$ cat src/rtl/router_pkg.sv
// Shared router types and helpers.
// Used by output-port and input-side arbiters.
package router_pkg;

  localparam logic VC_EVEN = 1'b0;
  localparam logic VC_ODD  = 1'b1;

  localparam int NREQ_DEF = 4;
  localparam int SELW_DEF = $clog2(NREQ_DEF);

  // Round-robin pick: {found, index} of first set bit from ptr, wrapping.
  function automatic logic [SELW_DEF:0] rr_pick(
    input logic [NREQ_DEF-1:0] req,
    input logic [SELW_DEF-1:0] ptr
  );
    logic             found;
    logic [SELW_DEF-1:0] idx;
    int               j;
    found = 1'b0;
    idx   = '0;
    for (int i = 0; i < NREQ_DEF; i++) begin
      j = i + int'(ptr);
      if (j >= NREQ_DEF) j = j - NREQ_DEF;
      if (!found && req[j]) begin
        found = 1'b1;
        idx   = SELW_DEF'(j);
      end
    end
    return {found, idx};
  endfunction

endpackage

$ cat src/rtl/rr_pick_core.sv
// Round-robin pick: rotate by pointer,
// priority-encode, unrotate back to an input index.
module rr_pick_core #(
  parameter int NREQ = 4,
  parameter int SELW = 2
) (
  input  logic [NREQ-1:0] req,
  input  logic [SELW-1:0] ptr,
  output logic            found,
  output logic [SELW-1:0] idx
);

  localparam logic [SELW:0] NW = (SELW+1)'(NREQ);

  logic [NREQ-1:0] rot;
  logic [SELW-1:0] off;
  logic [SELW:0]   sum;
  int              j;

  // Rotate so bit 0 is the pointer position, then find lowest set bit.
  always_comb begin
    rot = '0;
    off = '0;
    sum = '0;
    j   = 0;
    for (int i = 0; i < NREQ; i++) begin
      j = i + int'(ptr);
      if (j >= NREQ) j = j - NREQ;
      rot[i] = req[j];
    end
    for (int i = NREQ - 1; i >= 0; i--) begin
      if (rot[i]) off = SELW'(i);
    end
    found = |rot;
    sum = {1'b0, ptr} + {1'b0, off};
    if (sum >= NW) sum = sum - NW;
    idx = sum[SELW-1:0];
  end

endmodule

$ cat src/rtl/out_port_vc_arbiter.sv
// Output-port arbiter: polarity-alternating VC arbitration
// with one round-robin pointer per VC and registered grants.
module out_port_vc_arbiter
  import router_pkg::*;
#(
  parameter int NREQ = NREQ_DEF,
  parameter int SELW = $clog2(NREQ)
) (
  input  logic            clk,
  input  logic            reset,
  input  logic [NREQ-1:0] req_even,
  input  logic [NREQ-1:0] req_odd,
  input  logic            ob_full_even,
  input  logic            ob_full_odd,
  output logic            polarity,
  output logic [NREQ-1:0] gnt,
  output logic            gnt_vc,
  output logic [SELW-1:0] xbar_sel,
  output logic            ob_wr
);

  logic [SELW-1:0] ptr_even;
  logic [SELW-1:0] ptr_odd;
  logic [NREQ-1:0] req_cur;
  logic            full_cur;
  logic [SELW-1:0] ptr_cur;
  logic            found;
  logic [SELW-1:0] win;
  logic            take;
  logic [SELW-1:0] nxt;

  // Select the VC being arbitrated this cycle.
  always_comb begin
    req_cur  = (polarity == VC_ODD) ? req_odd : req_even;
    full_cur = (polarity == VC_ODD) ? ob_full_odd : ob_full_even;
    ptr_cur  = (polarity == VC_ODD) ? ptr_odd : ptr_even;
  end

  rr_pick_core #(
    .NREQ(NREQ),
    .SELW(SELW)
  ) u_pick (
    .req  (req_cur),
    .ptr  (ptr_cur),
    .found(found),
    .idx  (win)
  );

  // Grant only when a request exists and the target buffer has room.
  always_comb begin
    take = found & ~full_cur;
    nxt  = (win == SELW'(NREQ - 1)) ? '0 : win + 1'b1;
  end

  // Polarity, pointers and the registered grant stage.
  always_ff @(posedge clk or negedge reset) begin
    if (!reset) begin
      polarity <= VC_EVEN;
      ptr_even <= '0;
      ptr_odd  <= '0;
      gnt      <= '0;
      gnt_vc   <= VC_EVEN;
      xbar_sel <= '0;
      ob_wr    <= 1'b0;
    end else begin
      polarity <= ~polarity;
      if (take) begin
        gnt      <= NREQ'(1) << win;
        xbar_sel <= win;
        gnt_vc   <= polarity;
        ob_wr    <= 1'b1;
        if (polarity == VC_ODD) ptr_odd <= nxt;
        else ptr_even <= nxt;
      end else begin
        gnt   <= '0;
        ob_wr <= 1'b0;
      end
    end
  end

endmodule

$ cat config.mk
export PLATFORM = sky130hd
export DESIGN_NAME = out_port_vc_arbiter
export DESIGN_NICKNAME = d
export VERILOG_FILES = /design/src/rtl/router_pkg.sv /design/src/rtl/rr_pick_core.sv /design/src/rtl/out_port_vc_arbiter.sv
export SDC_FILE = /design/constraint.sdc
export NUM_CORES = 1
export LEC_CHECK = 0
export ABC_AREA = 1
export BUFFER_PORTS_ARGS = -buffer_cell sky130_fd_sc_hd__buf_2
export CORE_UTILIZATION = 45
export DETAILED_ROUTE_END_ITERATION = 8
export PLACE_DENSITY = 0.68
export REMOVE_ABC_BUFFERS = 1
export SYNTH_ARGS = -nofsm -noshare
export SYNTH_HDL_FRONTEND = slang
export SYNTH_SLANG_ARGS = --single-unit
$ cat constraint.sdc
create_clock -name clk -period 4.1 [get_ports clk]
set_clock_uncertainty 0.05 [all_clocks]
set_input_delay 0 -clock clk [delete_from_list [all_inputs] [get_ports clk]]
set_output_delay 0 -clock clk [all_outputs]
set_load 0.01 [all_outputs]
Yosys cells after proc, flatten, opt, wreduce, memory -nomap -nowiden
Index checks and enable logic that the tools add are counted. Widths: inputs -> output; s select.

Add/sub/neg operators: 10. Multipliers: 0. Div/mod/pow operators: 0. Order comparisons: 9. Equal/unequal tests: 1. Shift operators: 1. Mux-type cells: 27. Bitwise gates (word level): 3. Reduce and logical (&&, ||, !) cells: 3.

Operators with widths (number): $lt 32x4->1 const B (4); $mux 32 (4); $ge 32x4->1 const B (3); $sub 32x4->32 const B (3); $mux 2 (7); $mux 1 (10); $bmux 1 s2 (4); $mux 4 (2); $add 2x2->3 const A (2); $reduce_and 2->1 (2); $reduce_or 4->1 (1); $shl 1x2->4 const A (1); $sub 2x3->4 const B (1); $add 1x2->3 const A (1); $add 2x2->3 (1); $ge 2x3->1 const B (1); $ge 3x3->1 const B (1); $add 2x1->2 const B (1); $eq 2x2->1 const B (1); $not 1->1 (2); $sub 2x1->2 const B (1); $and 1x1->1 (1).

Register bits after elaboration: 13. Bits in latches: 0. RAM bits: 0. ROM bits: 0. Input bits: 12. Output and inout port bits: 9. Memories: 0.

Logic depth before layout (Yosys ltp)
Depth after elaboration: 16. Depth in mapped cells: 19. Mapped depth without buffers: 17.

By module
From an unflattened synthesis, not the netlist that was laid out.

Cells, all modules: 132. Area, all modules: 929.6 um^2.

By module, submodules not included: out_port_vc_arbiter (times used 1, cells each 76, area an instance 670.6 um^2, seq. area each 325.3 um^2); rr_pick_core (times used 1, cells each 56, area an instance 259.0 um^2, seq. area each 0.0 um^2).

Worst setup path after synthesis
Ideal clock, no wire load.

Path kind: flip-flop to flip-flop. Start: register polarity. End: register ptr_even[1]. Library setup time: 0.119 ns. Data arrival time: 1.934 ns. Data required time: 3.931 ns. Path slack: 1.997 ns. Stages on the path, launching flop included: 18. Cells stage by stage: dfrtp_1 > buf_6 > inv_6 > buf_8 > nand2_1 > nand2_1 > nand2_1 > nand3_1 > nand2_2 > a21oi_1 > nor2_1 > ha_1 > xor2_1 > nand3_1 > nand2_1 > nand2_1 > nand3_1 > nand2_1.

Word-level cells in the longest chain between the ends: 16. Elaborated cells between the ends (all ways): 46. Those cells by class: 10 x add/sub; 5 x order compare; 1 x eq/ne; 25 x mux; 3 x bitwise; 2 x reduce/logical.

RTL lines: start, declared (RTL line out_port_vc_arbiter.sv:15) `output logic polarity,`; start signal, assigned (RTL line out_port_vc_arbiter.sv:66) `polarity <= ~polarity;`; $mux 2 (RTL line out_port_vc_arbiter.sv:36) `ptr_cur = (polarity == VC_ODD) ? ptr_odd : ptr_even;`; $add 2x2->3 (RTL line rr_pick_core.sv:27) `j = i + int'(ptr);`; $sub 32x4->32 or $ge 32x4->1 (tied branches) (RTL line rr_pick_core.sv:28) `if (j >= NREQ) j = j - NREQ;`; $mux 32 (RTL line rr_pick_core.sv:28); $bmux 1 s2 (RTL line rr_pick_core.sv:29) `rot[i] = req[j];`; $mux 1 (not written as such) (2 in a row) (RTL line rr_pick_core.sv:29); $mux 2 (4 in a row) (RTL line rr_pick_core.sv:32) `if (rot[i]) off = SELW'(i);`; $add 2x2->3 (RTL line rr_pick_core.sv:35) `sum = {1'b0, ptr} + {1'b0, off};`; $ge 3x3->1 or $sub 2x1->2 (tied branches) (RTL line rr_pick_core.sv:36) `if (sum >= NW) sum = sum - NW;`; $mux 2 (RTL line rr_pick_core.sv:36); $add 2x1->2 or $eq 2x2->1 (tied branches) (RTL line out_port_vc_arbiter.sv:52) `nxt = (win == SELW'(NREQ - 1)) ? '0 : win + 1'b1;`; $mux 2 (RTL line out_port_vc_arbiter.sv:52); end signal, assigned (RTL line out_port_vc_arbiter.sv:73) `else ptr_even <= nxt;`; end, declared (RTL line out_port_vc_arbiter.sv:22) `logic [SELW-1:0] ptr_even;`.

Parallel ways exist; a longest one is shown, timed or not. The select of a mux whose other input is x is not followed. A chain may end at the register's enable or synchronous reset.

Worst setup path after layout
Start: register polarity. End: register gnt[2].

Word-level cells in the longest chain between the ends: 16. Elaborated cells between the ends (all ways): 43. Those cells by class: 9 x add/sub; 5 x order compare; 1 x shift; 25 x mux; 2 x bitwise; 1 x reduce/logical.

RTL lines: $mux 2 (RTL line out_port_vc_arbiter.sv:36); $add 2x2->3 (RTL line rr_pick_core.sv:27); $sub 32x4->32 or $ge 32x4->1 (tied branches) (RTL line rr_pick_core.sv:28); $mux 32 (RTL line rr_pick_core.sv:28); $bmux 1 s2 (RTL line rr_pick_core.sv:29); $mux 1 (not written as such) (2 in a row) (RTL line rr_pick_core.sv:29); $mux 2 (4 in a row) (RTL line rr_pick_core.sv:32); $add 2x2->3 (RTL line rr_pick_core.sv:35); $ge 3x3->1 or $sub 2x1->2 (tied branches) (RTL line rr_pick_core.sv:36); $mux 2 (RTL line rr_pick_core.sv:36); $shl 1x2->4 (RTL line out_port_vc_arbiter.sv:68) `gnt <= NREQ'(1) << win;`; $mux 4 * (RTL line out_port_vc_arbiter.sv:67) `if (take) begin`; end signal, assigned (RTL line out_port_vc_arbiter.sv:68); end, declared (RTL line out_port_vc_arbiter.sv:16) `output logic [NREQ-1:0] gnt,`.

Mark *: on every way between the ends. The rest lies on a longest branch, timed or not. The select of a mux whose other input is x is not followed.

==> flow_metrics.py <==
metrics = {
    "sta": {
        "period_share_pct": 65.5,
        "worst_pin_slew_ns": 0.665,
        "relSlewSlack_pct": 55.7,
        "clock.fmax_mhz": 373,
        "final.min_clock_period_ns": 2.68,
        "hold_violations": 0,
        "setup_tns_ns": 0,
        "drv_slew": 0,
        "setup_viol": 0,
        "rsz0062_at_grt": "false",
    },
    "pwr": {
        "p_per_area_nw_per_um2": 706,
        "ir_drop_mv": 0.429,
        "p_leak_uw": 0.000679,
    },
    "routing": {
        "wl_per_cell_um": 9.60,
        "route.vias.total": 889,
        "ant_nets": 0,
        "first_pass_iters": 4,
        "drt_iter0_drc": 30,
        "routed_wl_um": 1890,
        "drc_errors": 0,
        "viasPerCell": 4.51,
    },
    "grt": {
        "grt_max_degree": 18,
        "grt_first_pass_wirelength_um": 2990,
        "gr-total-overflow": 0,
        "grt_pass1_vias": 764,
        "antenna_found_initial": 0,
        "track_usage_pct": 18.6,
    },
    "clocking": {
        "cts.sinks": 13,
        "path_clk_slew_ns": 0.08,
        "max-clock-path-buffers": 2,
        "cts_setup_buffers": 0,
        "cts_root_buffer": "clkbuf_4",
        "cts_resized": 0,
        "htree_levels": 1,
        "cts_tree": "done",
        "numCtsBuffers": 3,
        "cts_hold_buf": 1,
        "worstSkewPairLatency_ns": 0.28,
    },
    "floorplan": {
        "ios": 21,
        "die_h_um": 48.1,
        "die_x_um": 48.1,
        "core_area_um2": 1980,
        "initial_utilization_pct": 48.3,
        "rows": 16,
        "dieArea_um2": 2320,
    },
    "final_layout": {
        "areaGrowthSynthToFinish_pct": 12.7,
        "diodes": 0,
        "regArea_um2": 325,
        "fin_nets": 184,
        "multi_input_area_um2": 507,
        "drive_gt1_share_pct": 23.5,
        "fin_util_pct": 54.4,
        "mostFrequentLayoutCells": "nand2_1 (81), buf_2 (20), inv_1 (16)",
        "fillers": 205,
        "final_common_cell": "nand2_1",
    },
    "worst_setup_path": {
        "path_max_fanout": 17,
        "reg2reg_setup_slack_ns": 1.42,
        "critPathKind": "flop to flop",
        "reg2regPathDepth": 17,
        "worstPathRequired_ns": 4.26,
        "cp-start-kind": "flop",
        "cp-end-kind": "flop",
        "critPathArrivalTime_ns": 2.84,
        "reg2reg_to": "gnt[2]$_DFF_PN0_",
        "rr_startpoint": "polarity$_DFF_PN0_",
    },
    "synthesis": {
        "synth_cell_types": 19,
        "netlist_area_um2": 957,
        "yosys_warnings": 0,
        "ys_seq_area_share_pct": 34.0,
        "syn_inst": 149,
        "ys_ff_latch": 13,
        "avgSynthCellArea_um2": 6.42,
    },
    "place": {
        "place_congestion": 0.756,
        "io_buffers": 20,
        "dp_hpwl_um": 1460,
    },
    "status": {
        "status": "finished, final reports clean",
    },
    "job": {
        "max-cap-violations": 0,
    },
    "min_path": {
        "min_path_type": "primary input to asynchronous set/reset pin",
    },
}
-- critical path: stages, from the launching register on --
cell	delay, ns
dfrtp_1	0.78
inv_6	0.13
nand2_1	0.12
nand2_2	0.13
nand2_1	0.11
nand2_1	0.09
nand2_1	0.08
nand2_2	0.07
a21oi_1	0.12
nor2_1	0.06
ha_1	0.18
xor2_1	0.22
inv_1	0.06
nand2_1	0.09
nand2_1	0.07
inv_1	0.08
nand2_1	0.07
nor2_1	0.10
-- layer usage --
layer  track usage (%)  up-vias  part of all wire (%)
met2              31.1       21                    45
li1                  -      487                     -
met1              25.4      381                    49
met3              4.44        0                   5.1
met5                 0        -                     0
met4              1.67        0                     0
-- registers in the layout, indices dropped and copies added (netlist names) --
signal	flops
gnt_vc	1
gnt	4
ob_wr	1
polarity	1
xbar_sel	2
ptr_odd	2
ptr_even	2
-- Yosys cell counts (all sizes together) --
cell type | number | share of area [%]
nand3 | 6 | 3.1
o21ai | 4 | 2.1
buf | 4 | 5.1
xor2 | 1 | 0.92
mux2i | 1 | 1.0
dfrtp | 13 | 34
inv | 19 | 8.0
ha | 1 | 1.3
a21oi | 1 | 0.52
nand2 | 91 | 38
nor3 | 1 | 1.0
nor2 | 7 | 4.6
-- power breakdown --
part | internal [uW] | switching, uW | total [uW]
clock | 37.7 | 44.1 | 81.8
combinational | 159 | 325 | 484
sequential | 175 | 19.5 | 195
total | 372 | 389 | 761
-- how the worst max path moves through the flow --
| stage | start | to | slack, ns |
|---|---|---|---|
| floorplan | polarity$_DFF_PN0_ | ptr_even[1]$_DFFE_PN0P_ | 1.77 |
| global placement | polarity$_DFF_PN0_ | ptr_even[1]$_DFFE_PN0P_ | 1.56 |
| detailed placement | polarity$_DFF_PN0_ | ptr_even[1]$_DFFE_PN0P_ | 1.46 |
| CTS | polarity$_DFF_PN0_ | gnt[2]$_DFF_PN0_ | 1.43 |
| global route | polarity$_DFF_PN0_ | gnt[2]$_DFF_PN0_ | 1.13 |
| finish | polarity$_DFF_PN0_ | gnt[2]$_DFF_PN0_ | 1.42 |
-- cell families (layout without fill, tap and decap cells) --
family | after synthesis | after routing | share of synthesized area [%]
multiplexers | 1 | 1 | 1.05
XOR/XNOR | 1 | 1 | 0.915
AO/OA/AOI/OAI | 5 | 5 | 2.61
AND/OR/NAND/NOR | 105 | 105 | 47.1
adder cells (fa/ha/maj) | 1 | 1 | 1.31
flip-flops | 13 | 13 | 34.0
buffers and inverters | 23 | 44 | 13.1
-- metrics by stage --
step | cells | hold WS [ns] | area (um2) | total power, uW | setup slack (ns)
floorplan | 145 | -0.346 | 908 | 570 | 1.77
global placement | 192 | -0.156 | 1040 | 668 | 1.56
detailed placement | 192 | -0.153 | 1040 | 681 | 1.46
CTS | 197 | 0.0787 | 1080 | 768 | 1.43
global route | 197 | 0.131 | 1080 | 835 | 1.13
finish | 197 | 0.0714 | 1080 | 761 | 1.42
-- cell type report --
type,instances,share of cell area [%]
Clock buffer,4,2.44
Tap cell,27,3.13
Sequential cell,13,30.2
Multi-Input combinational cell,113,47.0
Inverter,19,7.08
Timing Repair Buffer,21,10.2
No activity file was read; power rests on OpenSTA's default activity.
